==> config.mk <==
export PLATFORM = sky130hd
export DESIGN_NAME = control_unit_flat
export DESIGN_NICKNAME = d
export VERILOG_FILES = /design/src/rtl/riscv_pkg.sv /design/src/rtl/control_unit_if.sv /design/src/rtl/control_unit_imm_gen.sv /design/src/rtl/control_unit.sv /design/src/flat_wrapper.sv
export SDC_FILE = /design/constraint.sdc
export NUM_CORES = 1
export LEC_CHECK = 0
export ABC_AREA = 1
export BUFFER_PORTS_ARGS = -buffer_cell sky130_fd_sc_hd__buf_4
export CAP_MARGIN = 20
export CORE_MARGIN = 2
export CORE_UTILIZATION = 34
export DETAILED_ROUTE_END_ITERATION = 7
export GPL_TIMING_DRIVEN = 0
export PLACE_DENSITY = 0.6
export SYNTH_ARGS = -nofsm -noshare
export SYNTH_HDL_FRONTEND = slang
export SYNTH_SLANG_ARGS = --single-unit
==> constraint.sdc <==
create_clock -name clk -period 0.9 [get_ports clk]
set_clock_uncertainty 0.2 [all_clocks]
set_input_delay 0.09 -clock clk [delete_from_list [all_inputs] [get_ports clk]]
set_output_delay 0.09 -clock clk [all_outputs]
set_load 0.01 [all_outputs]
==> src/rtl/riscv_pkg.sv <==
// Shared RV32I decode definitions: opcodes, ALU operation classes,
// immediate kinds and the registered control-strobe bundle.
package riscv_pkg;

  localparam int XLEN = 32;

  localparam logic [6:0] OP_R      = 7'b0110011;
  localparam logic [6:0] OP_IMM    = 7'b0010011;
  localparam logic [6:0] OP_LOAD   = 7'b0000011;
  localparam logic [6:0] OP_STORE  = 7'b0100011;
  localparam logic [6:0] OP_BRANCH = 7'b1100011;
  localparam logic [6:0] OP_JAL    = 7'b1101111;
  localparam logic [6:0] OP_JALR   = 7'b1100111;
  localparam logic [6:0] OP_LUI    = 7'b0110111;
  localparam logic [6:0] OP_AUIPC  = 7'b0010111;

  localparam logic [2:0] CLS_R     = 3'b000;
  localparam logic [2:0] CLS_I     = 3'b001;
  localparam logic [2:0] CLS_ADD   = 3'b010;
  localparam logic [2:0] CLS_BR    = 3'b011;
  localparam logic [2:0] CLS_PASSB = 3'b100;
  localparam logic [2:0] CLS_INV   = 3'b111;

  typedef enum logic [2:0] {
    IMM_NONE = 3'd0,
    IMM_I    = 3'd1,
    IMM_S    = 3'd2,
    IMM_B    = 3'd3,
    IMM_J    = 3'd4,
    IMM_U    = 3'd5
  } imm_kind_e;

  typedef struct packed {
    logic [6:0] alu_op;
    logic       reg_dst;
    logic       reg_write;
    logic       alu_src;
    logic       mem_read;
    logic       mem_write;
    logic       mem_to_reg;
    logic       branch;
    logic       jump;
    logic       auipc;
  } ctrl_t;

endpackage

==> src/rtl/control_unit_if.sv <==
// Decoder bus: instruction word in, registered control strobes and
// immediate out. The fetch side is the master, the decoder the slave.
interface control_unit_if;
  import riscv_pkg::*;

  logic [XLEN-1:0] Instruction;
  logic [6:0]      ALUOp;
  logic            RegDst;
  logic            RegWrite;
  logic            ALUSrc;
  logic            MemRead;
  logic            MemWrite;
  logic            MemToReg;
  logic            Branch;
  logic            Jump;
  logic [XLEN-1:0] imm;
  logic            auipc;

  modport master (
    output Instruction,
    input  ALUOp, RegDst, RegWrite, ALUSrc, MemRead, MemWrite,
    input  MemToReg, Branch, Jump, imm, auipc
  );

  modport slave (
    input  Instruction,
    output ALUOp, RegDst, RegWrite, ALUSrc, MemRead, MemWrite,
    output MemToReg, Branch, Jump, imm, auipc
  );

endinterface

==> src/rtl/control_unit_imm_gen.sv <==
// Combinational RV32I immediate generator; every form is sign-extended
// from instruction bit 31, and IMM_NONE yields zero.
module imm_gen
  import riscv_pkg::*;
#(
  parameter int XLEN = 32
) (
  input  logic [XLEN-1:7] i_instr,
  input  imm_kind_e       i_kind,
  output logic [XLEN-1:0] o_imm
);

  // Select and assemble the immediate for the requested instruction format
  always_comb begin
    o_imm = '0;
    case (i_kind)
      IMM_I:   o_imm = {{(XLEN-12){i_instr[31]}}, i_instr[31:20]};
      IMM_S:   o_imm = {{(XLEN-12){i_instr[31]}}, i_instr[31:25], i_instr[11:7]};
      IMM_B:   o_imm = {{(XLEN-12){i_instr[31]}}, i_instr[7], i_instr[30:25],
                        i_instr[11:8], 1'b0};
      IMM_J:   o_imm = {{(XLEN-20){i_instr[31]}}, i_instr[19:12], i_instr[20],
                        i_instr[30:21], 1'b0};
      IMM_U:   o_imm = {i_instr[31:12], 12'b0};
      default: o_imm = '0;
    endcase
  end

endmodule

==> src/rtl/control_unit.sv <==
// RV32I main decoder: registers control strobes, ALU operation code and
// the sign-extended immediate one cycle after the instruction is sampled.
module control_unit #(
  parameter int XLEN = 32
) (
  input  logic           clk,
  input  logic           rst_n,
  control_unit_if.slave  cu_bus
);
  import riscv_pkg::*;

  logic [6:0]      w_opcode;
  logic [2:0]      w_f3;
  logic            w_b30;
  imm_kind_e       w_kind;
  ctrl_t           w_ctrl;
  logic [XLEN-1:0] w_imm;

  ctrl_t           r_ctrl;
  logic [XLEN-1:0] r_imm;

  assign w_opcode = cu_bus.Instruction[6:0];
  assign w_f3     = cu_bus.Instruction[14:12];
  assign w_b30    = cu_bus.Instruction[30];

  imm_gen #(.XLEN(XLEN)) u_imm_gen (
    .i_instr (cu_bus.Instruction[XLEN-1:7]),
    .i_kind  (w_kind),
    .o_imm   (w_imm)
  );

  // Opcode decode; unknown opcodes fall through to an all-zero NOP with the invalid marker
  always_comb begin
    w_ctrl        = '0;
    w_ctrl.alu_op = {CLS_INV, 1'b0, 3'b000};
    w_kind        = IMM_NONE;
    case (w_opcode)
      OP_R: begin
        w_ctrl.reg_write = 1'b1;
        w_ctrl.alu_op    = {CLS_R, w_b30, w_f3};
      end
      OP_IMM: begin
        w_ctrl.reg_write = 1'b1;
        w_ctrl.alu_src   = 1'b1;
        // Only the shift-right pair uses bit 30 to pick arithmetic vs logical
        w_ctrl.alu_op    = {CLS_I, (w_f3 == 3'b101) ? w_b30 : 1'b0, w_f3};
        w_kind           = IMM_I;
      end
      OP_LOAD: begin
        w_ctrl.reg_write  = 1'b1;
        w_ctrl.alu_src    = 1'b1;
        w_ctrl.mem_read   = 1'b1;
        w_ctrl.mem_to_reg = 1'b1;
        w_ctrl.alu_op     = {CLS_ADD, 1'b0, 3'b000};
        w_kind            = IMM_I;
      end
      OP_STORE: begin
        w_ctrl.alu_src   = 1'b1;
        w_ctrl.mem_write = 1'b1;
        w_ctrl.alu_op    = {CLS_ADD, 1'b0, 3'b000};
        w_kind           = IMM_S;
      end
      OP_BRANCH: begin
        w_ctrl.branch = 1'b1;
        w_ctrl.alu_op = {CLS_BR, 1'b0, w_f3};
        w_kind        = IMM_B;
      end
      OP_JAL: begin
        w_ctrl.reg_write = 1'b1;
        w_ctrl.reg_dst   = 1'b1;
        w_ctrl.jump      = 1'b1;
        w_ctrl.alu_src   = 1'b1;
        w_ctrl.alu_op    = {CLS_ADD, 1'b0, 3'b000};
        w_kind           = IMM_J;
      end
      OP_JALR: begin
        w_ctrl.reg_write = 1'b1;
        w_ctrl.reg_dst   = 1'b1;
        w_ctrl.jump      = 1'b1;
        w_ctrl.alu_src   = 1'b1;
        w_ctrl.alu_op    = {CLS_ADD, 1'b0, 3'b000};
        w_kind           = IMM_I;
      end
      OP_LUI: begin
        w_ctrl.reg_write = 1'b1;
        w_ctrl.alu_src   = 1'b1;
        w_ctrl.alu_op    = {CLS_PASSB, 1'b0, 3'b000};
        w_kind           = IMM_U;
      end
      OP_AUIPC: begin
        w_ctrl.reg_write = 1'b1;
        w_ctrl.alu_src   = 1'b1;
        w_ctrl.auipc     = 1'b1;
        w_ctrl.alu_op    = {CLS_ADD, 1'b0, 3'b000};
        w_kind           = IMM_U;
      end
      default: begin
        w_ctrl        = '0;
        w_ctrl.alu_op = {CLS_INV, 1'b0, 3'b000};
        w_kind        = IMM_NONE;
      end
    endcase
  end

  // Output register with asynchronous clear
  always_ff @(posedge clk or negedge rst_n) begin
    if (!rst_n) begin
      r_ctrl <= '0;
      r_imm  <= '0;
    end else begin
      r_ctrl <= w_ctrl;
      r_imm  <= w_imm;
    end
  end

  assign cu_bus.ALUOp    = r_ctrl.alu_op;
  assign cu_bus.RegDst   = r_ctrl.reg_dst;
  assign cu_bus.RegWrite = r_ctrl.reg_write;
  assign cu_bus.ALUSrc   = r_ctrl.alu_src;
  assign cu_bus.MemRead  = r_ctrl.mem_read;
  assign cu_bus.MemWrite = r_ctrl.mem_write;
  assign cu_bus.MemToReg = r_ctrl.mem_to_reg;
  assign cu_bus.Branch   = r_ctrl.branch;
  assign cu_bus.Jump     = r_ctrl.jump;
  assign cu_bus.auipc    = r_ctrl.auipc;
  assign cu_bus.imm      = r_imm;

endmodule

==> src/flat_wrapper.sv <==
// flat-port wrapper written by rule: the top's interface ports become plain ports
module control_unit_flat import riscv_pkg::*;
#(
  parameter int XLEN = 32
)
  (clk, rst_n, cu_bus_Instruction, cu_bus_ALUOp, cu_bus_RegDst, cu_bus_RegWrite, cu_bus_ALUSrc, cu_bus_MemRead, cu_bus_MemWrite, cu_bus_MemToReg, cu_bus_Branch, cu_bus_Jump, cu_bus_imm, cu_bus_auipc);
  control_unit_if cu_bus_i ();
  input  logic clk;
  input  logic rst_n;
  input wire logic [$bits(cu_bus_i.Instruction)-1:0] cu_bus_Instruction;
  output wire logic [$bits(cu_bus_i.ALUOp)-1:0] cu_bus_ALUOp;
  output wire logic [$bits(cu_bus_i.RegDst)-1:0] cu_bus_RegDst;
  output wire logic [$bits(cu_bus_i.RegWrite)-1:0] cu_bus_RegWrite;
  output wire logic [$bits(cu_bus_i.ALUSrc)-1:0] cu_bus_ALUSrc;
  output wire logic [$bits(cu_bus_i.MemRead)-1:0] cu_bus_MemRead;
  output wire logic [$bits(cu_bus_i.MemWrite)-1:0] cu_bus_MemWrite;
  output wire logic [$bits(cu_bus_i.MemToReg)-1:0] cu_bus_MemToReg;
  output wire logic [$bits(cu_bus_i.Branch)-1:0] cu_bus_Branch;
  output wire logic [$bits(cu_bus_i.Jump)-1:0] cu_bus_Jump;
  output wire logic [$bits(cu_bus_i.imm)-1:0] cu_bus_imm;
  output wire logic [$bits(cu_bus_i.auipc)-1:0] cu_bus_auipc;
  assign cu_bus_i.Instruction = cu_bus_Instruction;
  assign cu_bus_ALUOp = cu_bus_i.ALUOp;
  assign cu_bus_RegDst = cu_bus_i.RegDst;
  assign cu_bus_RegWrite = cu_bus_i.RegWrite;
  assign cu_bus_ALUSrc = cu_bus_i.ALUSrc;
  assign cu_bus_MemRead = cu_bus_i.MemRead;
  assign cu_bus_MemWrite = cu_bus_i.MemWrite;
  assign cu_bus_MemToReg = cu_bus_i.MemToReg;
  assign cu_bus_Branch = cu_bus_i.Branch;
  assign cu_bus_Jump = cu_bus_i.Jump;
  assign cu_bus_imm = cu_bus_i.imm;
  assign cu_bus_auipc = cu_bus_i.auipc;
  control_unit #(.XLEN(XLEN)) u_core (.clk(clk), .rst_n(rst_n), .cu_bus(cu_bus_i));
endmodule
### Word-level counts from Yosys, hierarchy flattened

Index checks and enable logic that the tools add are counted.

| cells by class | value |
|---|---|
| eq/ne operators | 15 |
| multiplexer cells | 11 |
| reduce and logical (&&, ||, !) cells | 6 |

Operator list:

| cell | number |
|---|---|
| $pmux W32 S5 | 1 |
| $pmux W7 S5 | 1 |
| $eq A7 B6 Y1 const B | 3 |
| $eq A7 B7 Y1 const B | 3 |
| $pmux W3 S5 | 1 |
| $eq A7 B5 Y1 const B | 2 |
| $reduce_or A7 Y1 | 2 |
| $eq A3 B3 Y1 const B | 3 |
| $mux W1 | 8 |
| $eq A7 B2 Y1 const B | 1 |
| $eq A3 B2 Y1 const B | 2 |
| $reduce_or A5 Y1 | 1 |
| $reduce_or A2 Y1 | 2 |
| $eq A3 B1 Y1 const B | 1 |
| $reduce_or A3 Y1 | 1 |

| word-level totals | value |
|---|---|
| register bits | 46 |
| input bits | 34 |
| output and inout bits | 48 |
| word-level logic and storage cells | 41 |

### Logic depth before layout (Yosys ltp)

| depth | value |
|---|---|
| word-level depth | 5 |
| gate-level depth with buffers | 9 |
| gate-level depth less buffers | 8 |

### Modules after synthesis

A second synthesis with hierarchy kept.

| unflattened totals | value |
|---|---|
| cells, all modules | 201 |
| area total of the unflattened synthesis | 1901.8 µm² |

Modules (own cells, without submodules):

| module | times used | cells each | area an instance (µm²) | sequential area each (µm²) |
|---|---|---|---|---|
| control_unit | 1 | 109 | 1515.2 | 1151.1 |
| imm_gen | 1 | 92 | 386.6 | 0.0 |

### Worst setup path after synthesis

Ideal clock, no wire load.

| timing path | value |
|---|---|
| path kind | input-to-reg |
| from | in cu_bus_Instruction[1] |
| to | reg u_core.r_imm[20], in the netlist u_core.cu_bus.imm[20] |
| library setup time | 0.119 ns |
| arrival time | 0.826 ns |
| required time | 0.581 ns |
| setup slack | -0.245 ns |
| stages | 9 |
| path buffers | 1 |
| path through | nand2_2 inv_2 nand2_2 nor2_2 nor2_2 nand3_1 nand2_1 buf_6 nand2_1 |

| on the way | value |
|---|---|
| longest elaborated chain between the ends | 5 |
| elaborated cells between the ends (all ways) | 17 |
| classes of those cells | eq/ne (13); mux (2); reduce/logical (2) |

Ends and longest elaborated chain:

| what | RTL line | source |
|---|---|---|
| from (decl) | flat_wrapper.sv:10 | `input wire logic [$bits(cu_bus_i.Instruction)-1:0] cu_bus_Instruction;` |
| $eq A7 B5 Y1 (tied with other cells) | control_unit.sv:37 | `case (w_opcode)` |
| $reduce_or A3 Y1 (no source line) / $reduce_or A2 Y1 (equally long branches) | -- |  |
| $pmux W3 S5 (*) | control_unit.sv:37 |  |
| $eq A3 B3 Y1 (tied with other cells) | control_unit_imm_gen.sv:16 | `case (i_kind)` |
| $pmux W32 S5 (*) | control_unit_imm_gen.sv:16 |  |
| net u_core.u_imm_gen.o_imm[20] | control_unit_imm_gen.sv:10 | `output logic [XLEN-1:0] o_imm` |
| to (signal assigned) | control_unit.sv:112 | `r_imm <= w_imm;` |
| to (decl) | control_unit.sv:20 | `logic [XLEN-1:0] r_imm;` |

Mark *: on every way through the listed nets, which the timed path passes. The rest lies on a longest branch.

==> impl_metrics.ini <==
[synth]
synthesis.area_um2 = 1980
syn_inst = 224
yosys_warnings = 0
yosys.area_share.simple_pct = 27.5
synthAdderAreaFrac_pct = 0
ys_ff_latch = 46
syn_area_per_cell_um2 = 8.84
synth_top_family_by_area = simple AND/OR/NAND/NOR gates
synth_compound_area_share_pct = 6.13
ys_seq_area_share_pct = 58.1
synth_cell_type_count = 21
synth-xor-area-share_pct = 0
synth_mux_area_share_pct = 0
synth_fp_nets = 258

[die]
die_y_um = 80.3
core_region_area_um2 = 5570
ios = 82
initial_core_util_pct = 35.5
dieArea_um2 = 6450
die_x_um = 80.3
core.rowCount = 27

[critical_path]
critPathTopFamily = flip-flops
cp_num_buf_inv = 2
path_cells = buf_6 -> buf_6
required_ps = 610
path_common_cell = buf_6
critPathMaxStageDelay_ps = 410
start_kind = register
cp.depth = 2
critPathCaptureType = primary output
arrival_ps = 930
worstPathMaxFanout = 2
path_class = register to primary output
slowest_stage = dfrtp_1

[detailed_routing]
antenna_left = 0
wl_met1_um = 2460
wl_met2_um = 2930
drc = 0
wl_um = 5810
routedWlPerCell_um = 14.2
viasPerCell = 4.65
via_count = 1900
top_layer_used = met4
drtIter0Drc = 65
wl_met3_um = 312
drtPass1Iterations = 4

[clock_tree]
cts_buffer_depth = 2
numCtsBuffers = 5
cts_tree = yes
cts.sinks = 46
cts-root-buf = clkbuf_8
cts_max_level = 2
cts.reportedPaths.clkPinSlew_ps = 80

[power_and_ir_drop]
ir_worst_vdd_v = 0.000632
power_density_nw_per_um2 = 1170
leakage_nw = 2.01
power_w = 0.00423

[grt]
grt_max_degree = 47
overflow = 0
grt.total_usage_pct = 19.3
antenna_found_initial = 0
grt_pass1_vias = 1963
grt_pass1_wl_um = 9480

[placement]
portBuffers = 81
post-place-ws_ps = -503
dp.final_hpwl_um = 3730
dpl-instance-area_um2 = 2750
dp.cells = 377
globalplace.congestion = 0.814

[timing]
slew_headroom_pct = 61.9
setup_violations = 87
finalHoldViolCount = 76
maxSlewViolCount = 0
period_needed_ps = 1220
fin_crit_sh_pct = 136
tightest_slew_ps = 571
rsz0062_at_grt = yes
fmax_ghz = 0.817
hold_slack_ps = -419
fin_ws_ps = -324

[cells_and_area]
stdcell_area_um2 = 3610
areaGrowthSynthToFinish_pct = 82.4
antenna_cells = 0
final-instance-count-excl-fill = 409
fillers = 474
nNetsFinal = 370
drive_gt1_share_pct = 59.6

[run]
drv_cap = 0

[outcome]
status = complete, but fails checks
violations = hold timing, setup timing

[min_path]
min_path_type = input pin to async pin
-- what timing repair did --
action	4_1_cts	5_1_grt
buffers inserted	9	3
pin swaps	19	14
resized for setup	141	18
hold buffers	8	2
cloned	5	0
hold endpoints to repair	86	79
setup endpoints to repair	84	89
-- final cells by class --
class                           instances  area (µm²)  share of cell area, %
Multi-Input combinational cell        145        1020                   28.2
Timing Repair Buffer                  105        1040                   28.9
Buffer                                  8        86.3                   2.39
Clock buffer                            6        72.6                   2.01
Tap cell                               72        90.1                   2.49
Clock inverter                          2        37.5                   1.04
Sequential cell                        46        1150                   31.9
Inverter                               25         114                   3.15
-- per-layer routing --
| layer | track usage [%] | vias up |
|---|---|---|
| li1 | - | 920 |
| met1 | 24.2 | 908 |
| met2 | 32.2 | 63 |
| met3 | 4.49 | 9 |
| met4 | 7.29 | 0 |
| met5 | 0 | - |
-- through the flow --
step / util (%) / setup TNS [ps]
after floorplan: - / -5060
final: 64.8 / -14970
after global routing: 64.8 / -18310
after detailed placement: 49.4 / -18220
after CTS: 63.3 / -12960
after global placement: 49.4 / -17550
-- where the power goes --
part | internal (W) | switching, W
registers | 0.00211 | 0.0000206
logic | 0.000296 | 0.000293
clock network | 0.000828 | 0.000681
-- kinds of logic (layout without fill, tap and decap cells) --
| kind of cell | count (synthesis) | count (layout) |
|---|---|---|
| buffers and inverters | 33 | 146 |
| DFF | 46 | 46 |
| AOI/OAI and AO/OA | 21 | 21 |
| and+or+nand+nor | 124 | 124 |
-- placed cells by master, fill, tap and decap left out, drive strengths merged, types with 2 or more instances in the layout --
| cell | Yosys | final |
|---|---|---|
| inv | 25 | 25 |
| nor2 | 16 | 16 |
| nor3 | 2 | 2 |
| dfrtp | 46 | 46 |
| nand3 | 22 | 22 |
| nand2 | 80 | 80 |
| clkbuf | 0 | 6 |
| nand4 | 2 | 2 |
| a21oi | 13 | 13 |
| dlygate4sd3 | 0 | 7 |
| a21boi | 6 | 6 |
| buf | 8 | 106 |
-- final timing paths --
kind | to | startpoint
hold / removal | u_core.cu_bus.auipc | rst_n
max in group asynchronous | u_core.cu_bus.imm[1] | rst_n
min in group clk | u_core.cu_bus.ALUOp[2] | cu_bus_Instruction[14]
setup / recovery | cu_bus_MemToReg | u_core.cu_bus.MemRead
-- cell usage after synthesis (all sizes together) --
cell type	count	share of area (%)
nand2	80	16
nand4	2	0.63
buf	8	3.5
o21ai	1	0.25
nor2	16	3.7
a21boi	6	2.3
nand3	22	6.3
a21oi	13	3.3
inv	25	4.7
and3	1	0.32
nor3	2	0.51
o22ai	1	0.32
or2	1	0.32
dfrtp	46	58
-- sequential cells by signal (all words and copies together), names as in the netlist --
signal / flops
u_core.cu_bus.imm: 32
u_core.cu_bus.RegDst: 1
u_core.cu_bus.auipc: 1
u_core.cu_bus.RegWrite: 1
u_core.cu_bus.MemRead: 1
u_core.cu_bus.ALUSrc: 1
u_core.cu_bus.ALUOp: 7
u_core.cu_bus.Branch: 1
u_core.cu_bus.MemWrite: 1
(Power assumes the default switching activity.)
